## src/rtl/mem_port_arbiter_32.sv

```systemverilog
// ============================================================================
// Module      : mem_port_arbiter_32
// Description : Round-robin arbiter giving instruction fetch (A) or load/store
//               (B) ownership of one shared memory port until memReady.
//               Optional busy-timeout abort enabled by macro ARB_TIMEOUT_EN.
// Revision    : 1.0 - initial release
// ============================================================================
`default_nettype none

module mem_port_arbiter_32 #(
    parameter int WIDTH   = 32,
    parameter int TIMEOUT = 16
) (
    input  logic             clk,
    input  logic             rst,
    input  logic             reqA,
    input  logic [WIDTH-1:0] addrA,
    input  logic             reqB,
    input  logic [WIDTH-1:0] addrB,
    input  logic             memReady,
    output logic             sel,
    output logic             grantA,
    output logic             grantB,
    output logic             memValid,
    output logic [WIDTH-1:0] memAddr,
    output logic             doneA,
    output logic             doneB,
    output logic             timeoutErr
);

    localparam logic [1:0] S_IDLE   = 2'd0;
    localparam logic [1:0] S_BUSY_A = 2'd1;
    localparam logic [1:0] S_BUSY_B = 2'd2;

    logic [1:0]       r_state;
    logic             r_last_b;
    logic             r_sel;
    logic             r_grant_a;
    logic             r_grant_b;
    logic             r_mem_valid;
    logic [WIDTH-1:0] r_mem_addr;
    logic             r_done_a;
    logic             r_done_b;

    logic w_busy;
    logic w_pick_a;
    logic w_pick_b;
    logic w_expire;

    assign w_busy   = (r_state == S_BUSY_A) || (r_state == S_BUSY_B);
    // On a tie, A wins only when B held the port last.
    assign w_pick_a = reqA && (!reqB || r_last_b);
    assign w_pick_b = reqB && !w_pick_a;

`ifdef ARB_TIMEOUT_EN
    localparam int               CW         = $clog2(TIMEOUT) + 1;
    localparam logic [CW-1:0]    c_tmo_last = CW'(TIMEOUT - 1);

    logic [CW-1:0] r_busy_cnt;
    logic          r_timeout;

    // A same-edge memReady takes precedence over expiry.
    assign w_expire = w_busy && !memReady && (r_busy_cnt == c_tmo_last);

    always_ff @(posedge clk or posedge rst) begin
        if (rst) begin
            r_busy_cnt <= '0;
            r_timeout  <= 1'b0;
        end else begin
            r_timeout  <= w_expire;
            r_busy_cnt <= w_busy ? r_busy_cnt + 1'b1 : '0;
        end
    end

    assign timeoutErr = r_timeout;
`else
    logic w_unused_timeout;

    assign w_unused_timeout = (TIMEOUT > 0);
    assign w_expire         = 1'b0;
    assign timeoutErr       = 1'b0;
`endif

    always_ff @(posedge clk or posedge rst) begin
        if (rst) begin
            r_state     <= S_IDLE;
            r_last_b    <= 1'b1;
            r_sel       <= 1'b0;
            r_grant_a   <= 1'b0;
            r_grant_b   <= 1'b0;
            r_mem_valid <= 1'b0;
            r_mem_addr  <= '0;
            r_done_a    <= 1'b0;
            r_done_b    <= 1'b0;
        end else begin
            r_done_a <= 1'b0;
            r_done_b <= 1'b0;
            case (r_state)
                S_IDLE: begin
                    if (w_pick_a) begin
                        r_state     <= S_BUSY_A;
                        r_last_b    <= 1'b0;
                        r_sel       <= 1'b0;
                        r_grant_a   <= 1'b1;
                        r_mem_valid <= 1'b1;
                        r_mem_addr  <= addrA;
                    end else if (w_pick_b) begin
                        r_state     <= S_BUSY_B;
                        r_last_b    <= 1'b1;
                        r_sel       <= 1'b1;
                        r_grant_b   <= 1'b1;
                        r_mem_valid <= 1'b1;
                        r_mem_addr  <= addrB;
                    end
                end
                S_BUSY_A, S_BUSY_B: begin
                    if (memReady || w_expire) begin
                        r_state     <= S_IDLE;
                        r_grant_a   <= 1'b0;
                        r_grant_b   <= 1'b0;
                        r_mem_valid <= 1'b0;
                        r_done_a    <= memReady && (r_state == S_BUSY_A);
                        r_done_b    <= memReady && (r_state == S_BUSY_B);
                    end
                end
                default: begin
                    r_state     <= S_IDLE;
                    r_grant_a   <= 1'b0;
                    r_grant_b   <= 1'b0;
                    r_mem_valid <= 1'b0;
                end
            endcase
        end
    end

    assign sel      = r_sel;
    assign grantA   = r_grant_a;
    assign grantB   = r_grant_b;
    assign memValid = r_mem_valid;
    assign memAddr  = r_mem_addr;
    assign doneA    = r_done_a;
    assign doneB    = r_done_b;

endmodule

`default_nettype wire

```

## config.mk

```make
export PLATFORM = sky130hd
export DESIGN_NAME = mem_port_arbiter_32
export DESIGN_NICKNAME = d
export VERILOG_FILES = /design/src/rtl/mem_port_arbiter_32.sv
export SDC_FILE = /design/constraint.sdc
export NUM_CORES = 1
export LEC_CHECK = 0
export ABC_AREA = 1
export CAP_MARGIN = 40
export CORE_MARGIN = 3
export CORE_UTILIZATION = 36
export DETAILED_ROUTE_END_ITERATION = 16
export PLACE_DENSITY_LB_ADDON = 0.08
export SKIP_LAST_GASP = 1
export SYNTH_ARGS = -nofsm -noshare
export SYNTH_HDL_FRONTEND = slang
export SYNTH_SLANG_ARGS = --single-unit
export TNS_END_PERCENT = 100
```

## constraint.sdc

```tcl
create_clock -name clk -period 1.2 [get_ports clk]
set_input_delay 0.24 -clock clk [delete_from_list [all_inputs] [get_ports clk]]
set_output_delay 0.24 -clock clk [all_outputs]
set_load 0.005 [all_outputs]
```

[Yosys cells after proc, flatten, opt, wreduce, memory -nomap -nowiden]
Index checks and enable logic that the tools add are counted.
Storage, ports and cells
  bits in writable memories: 0
  register bits: 41
  logic and storage cells: 49
  memories kept: 0
  bits in latches: 0
  ROM bits: 0
  bits of input ports: 69
  output and inout bits: 39
Operators by class
  shifts and indexed selects: 0
  multiplexer cells: 19
  reductions and logical operators: 14
  add/subtract/negate cells: 0
  equal/unequal tests: 7
  div/mod/pow operators: 0
  bitwise operators: 0
  multipliers: 0
  magnitude comparators: 0
Operators with widths (count)
  $mux 32: 2
  $mux 1: 10
  $ne 2x2->1 const B: 4
  $mux 2: 3
  $pmux 1 s2: 3
  $reduce_and 2->1: 3
  $logic_and 1x1->1: 4
  $pmux 2 s2: 1
  $ne 3x3->1 const B: 1
  $reduce_and 3->1: 1
  $eq 2x1->1 const B: 1
  $eq 2x2->1 const B: 1
  $logic_not 1->1: 2
  $logic_not 2->1: 1
  $reduce_bool 2->1: 1
  $reduce_or 2->1: 1
  $logic_or 1x1->1: 1

[Longest topological paths before layout]
  depth after elaboration: 8
  mapped depth: 8
  depth with buffers taken out: 7

[Least setup slack after synthesis]
OpenSTA, ideal clock, no wires.
  path kind: register to register
  start: register r_state[0]
  end: register r_mem_addr[0], in the netlist memAddr[0]
  setup slack: -0.124 ns
  arrival time: 1.207 ns
  setup time: 0.116 ns
  buffers on the path: 1
  stages on the path, launching flop included: 9
  required time: 1.084 ns
  period minus slack after synthesis: 1.324 ns
  path through: dfrtp_1 -> inv_1 -> ha_1 -> inv_1 -> nor2_8 -> inv_4 -> buf_6 -> nand2_1 -> nand2_1
Between the ends
  cells in the longest elaborated chain, start to end: 2
Ends and longest elaborated chain
  from (decl): RTL line 35  | logic [1:0] r_state;
  from (signal assigned): RTL line 86  | r_state <= S_IDLE;
  from (signal assigned): RTL line 101  | r_state <= S_BUSY_A;
  from (signal assigned): RTL line 108  | r_state <= S_BUSY_B;
  $logic_not 2->1: RTL line 98  | case (r_state)
  $reduce_and 2->1 (no source line)
  to (signal assigned): RTL line 106  | r_mem_addr <= addrA;
  to (signal assigned): RTL line 113  | r_mem_addr <= addrB;
  to (decl): RTL line 41  | logic [WIDTH-1:0] r_mem_addr;
No other way between the ends.
A chain may end at the register's enable or synchronous reset.

[Worst setup path after layout]
  start: register r_last_b
  end: register r_mem_addr[13], in the netlist memAddr[13]
Between the ends
  cells in the longest elaborated chain, start to end: 6
  elaborated cells on any way between the ends: 7
  those cells by class: mux (1); reduce/logical (6)
Ends and longest elaborated chain
  from (decl): RTL line 36  | logic r_last_b;
  from (signal assigned): RTL line 87  | r_last_b <= 1'b1;
  from (signal assigned): RTL line 102  | r_last_b <= 1'b0;
  from (signal assigned): RTL line 109  | r_last_b <= 1'b1;
  $logic_or 1x1->1 (*): RTL line 52  | assign w_pick_a = reqA && (!reqB || r_last_b);
  $logic_and 1x1->1 (*): RTL line 52
  $logic_not 1->1: RTL line 53  | assign w_pick_b = reqB && !w_pick_a;
  $logic_and 1x1->1: RTL line 53
  $reduce_bool 2->1 (no source line)
  $reduce_and 2->1 (no source line)
Every way passes the cells marked *; elsewhere a longest branch is shown, timed or not.

==> summary.md <==
| Metric | Value |
|---|---|
| Pleak | 2.08 nW |
| Post-Place Cells | 473 |
| Clock Latency Late Sink | 0.29 ns |
| Initial antenna violation count | 0 |
| Largest net degree at the start of global routing | 42 |
| Unrepaired setup endpoints after global routing | yes |
| H-tree Lvls | 2 |
| Gpl congestion | 0.782 |
| Mapped Nets | 367 |
| Starting Density | 0.382 |
| Worst-path cell chain | inv_2 -> nand2_4 -> buf_8 -> clkbuf_16 -> nand3_1 -> nand2_1 -> nand2_1 -> nand2_1 |
| Met2 WL | 3.52 mm |
| Crit path kind | reg2reg |
| Setup-failing EPs final | 37 |
| Vias | 2388 |
| Worst endpoint required time | 1.43 ns |
| Final Critical Period | 1.28 ns |
| Worst EP arrival | 1.51 ns |
| Seq cells post-synth | 41 |
| Crit end category | flop |
| Total GRT Usage | 0.199 |
| # DRC | 0 |
| Final Cell Area | 4040 µm² |
| Final Util | 0.711 |
| Cell Area, Placed | 3380 µm² |
| DIE AREA | 6990 µm² |
| Worst VDD drop | 1340 µV |
| CTS buffer count | 5 |
| Core region area | 5680 µm² |
| Initial DRC Count | 76 |
| Setup total negative slack | -2.03 ns |
| Synth cell types | 19 |
| CP max stage cell | dfstp_2 |
| Worst min-delay path category | in2async |
| Fmax | 778 MHz |
| Share of cells above drive strength 1 | 0.260 |
| Rows | 27 |
| Post-layout nets | 514 |
| Wire length on met3 | 419 µm |
| Register area share after synthesis | 0.474 |
| Post-route insts no fill | 515 |
| Vias in the first global route | 2317 |
| # hold bufs at CTS | 0 |
| GRT overflow | 0 |
| PortBufs | 106 |
| Inserted Diodes | 0 |
| Top sig layer | met4 |
| Final ANT Viol Nets | 0 |
| Crit share post-route | 1.07 |
| I/O Pins | 108 |
| Most frequent CP cell | nand2_1 |
| Synth Area per Inst | 7.35 µm² |
| Clk sinks | 41 |
| Hold slack | 0.275 ns |
| Die Ht | 83.6 µm |
| WL met1 | 3.30 mm |
| Failing checks | setup timing |
| Final wirelength | 7.31 mm |
| CTS Root Cell | clkbuf_8 |
| Clk_skew | 0.00654 ns |
| Status | finished with violations |
| Clk buf depth | 2 |
| Fin. Hold Viols | 0 |
| First-pass GRT wire length | 11.3 mm |
| Worst-path fanout max | 8 |
| Drt first pass iters | 4 |
| Hpwl dp | 4.42 mm |
| Layout Area Growth over Synthesis | 86.3% |
| Yosys warns | 0 |
| Via density | 4.64 |
| P per Cell Area | 2080 nW/µm² |
| Worst setup margin | -0.0848 ns |
| Largest stage delay, worst path | 0.53 ns |
| Crit start category | flop |
| Post-Synthesis Cell Area | 2170 µm² |
| CTS tree | yes |
| Count of final max-slew check failures | 0 |
| Wire length per cell | 14.2 µm |
| Die span in x | 83.6 µm |
| Mapped Cells | 295 |
| Max-cap violations | 0 |
| Clock transition at path regs | 0.08 ns |
[worst paths after layout]
kind                              from          end  slack [ns]  cells past startpoint
min reg2reg                memAddr[28]  memAddr[28]        0.47                      2
min in group clk           memAddr[28]  memAddr[28]        0.47                      2
max                           r_last_b  memAddr[13]       -0.08                      8
max in group asynchronous          rst     r_last_b        0.65                      3
max reg2reg                   r_last_b  memAddr[13]       -0.08                      8
min                                rst   memAddr[4]        0.28                      3
[state kept, by name, indices dropped and copies added (netlist names)]
name	flops
r_last_b	1
doneA	1
memValid	1
r_state	2
sel	1
grantA	1
doneB	1
grantB	1
memAddr	32
[critical path: cells and delay by family, from the launching register on]
kind                   cells  cell delay [ns]
DFF                        1             0.53
buffers and inverters      3             0.36
and+or+nand+nor            5             0.34
[per-stage QoR]
step,setup slack (ns),total power [mW]
6_report,-0.0848,8.39
5_1_grt,-0.140,9.04
4_1_cts,-0.0472,7.45
3_5_place_dp,-0.423,6.27
3_3_place_gp,-0.369,6.20
2_1_floorplan,-0.0146,4.28
[repair_timing]
action	in CTS	in global routing
buffers inserted	13	15
endpoints found under the hold margin	0	0
pin swaps	1	33
cloned	3	3
endpoints found under the setup margin	77	68
gates resized for setup	63	77
[cells in the final DEF (no fill, tap or decap), types with 2 or more instances in the layout]
master	instances
buf_12	4
nand2_2	20
clkbuf_1	2
clkdlybuf4s15_1	28
ha_1	2
nor2_4	3
a21oi_2	4
inv_1	6
clkbuf_16	3
nand3_2	16
buf_4	34
nor2_1	3
dlygate4sd2_1	12
nand2_4	3
buf_16	2
inv_2	5
nand3_1	17
clkdlybuf4s50_1	66
clkbuf_8	6
buf_6	6
nand2_1	146
dfrtp_1	40
[cell usage after synthesis]
| cell type | count | area share |
|---|---|---|
| nand2_1 | 168 | 0.29 |
| dfrtp_1 | 40 | 0.46 |
| nand3_1 | 33 | 0.076 |
| inv_1 | 13 | 0.023 |
| buf_2 | 7 | 0.016 |
| buf_6 | 6 | 0.031 |
| a21oi_1 | 5 | 0.012 |
| nor2_1 | 5 | 0.0087 |
| buf_4 | 4 | 0.014 |
| ha_1 | 3 | 0.017 |
| o21ai_0 | 3 | 0.0069 |
| a21boi_0 | 1 | 0.0035 |
| conb_1 | 1 | 0.0017 |
| dfstp_2 | 1 | 0.012 |
| inv_4 | 1 | 0.0029 |
| nand2_2 | 1 | 0.0029 |
| nand2_4 | 1 | 0.0052 |
| nor2_4 | 1 | 0.0052 |
| nor2_8 | 1 | 0.0092 |
[cell families (layout without fill, tap and decap cells)]
kind of cell,count (synthesis),in the layout,share of synthesized area
simple gates,210,210,0.398
flops,41,41,0.474
compound gates,9,9,0.0219
fa+ha+maj,3,3,0.0173
other cells,1,1,0.00173
buf+inv,31,179,0.0866
[power by group]
part / switching (mW) / internal (mW)
sequential: 0.345 / 2.05
clock: 0.471 / 0.470
combinational: 2.37 / 2.68
total: 3.19 / 5.20
[per-layer routing]
layer / vias to the layer above / global-route usage
met5: - / 0
met4: 0 / 0.0541
met3: 6 / 0.0464
met2: 72 / 0.341
met1: 1104 / 0.250
li1: 1206 / -
[final cells by class]
type,instances,area (µm²)
Timing Repair inverter,1,11.3
Inverter,14,67.6
Multi-Input combinational cell,223,1160
Tap cell,72,90.1
Timing Repair Buffer,156,1590
Fill cell,476,1640
Sequential cell,41,1030
Clock buffer,8,90.1
Power figures use the tool's default switching activity.
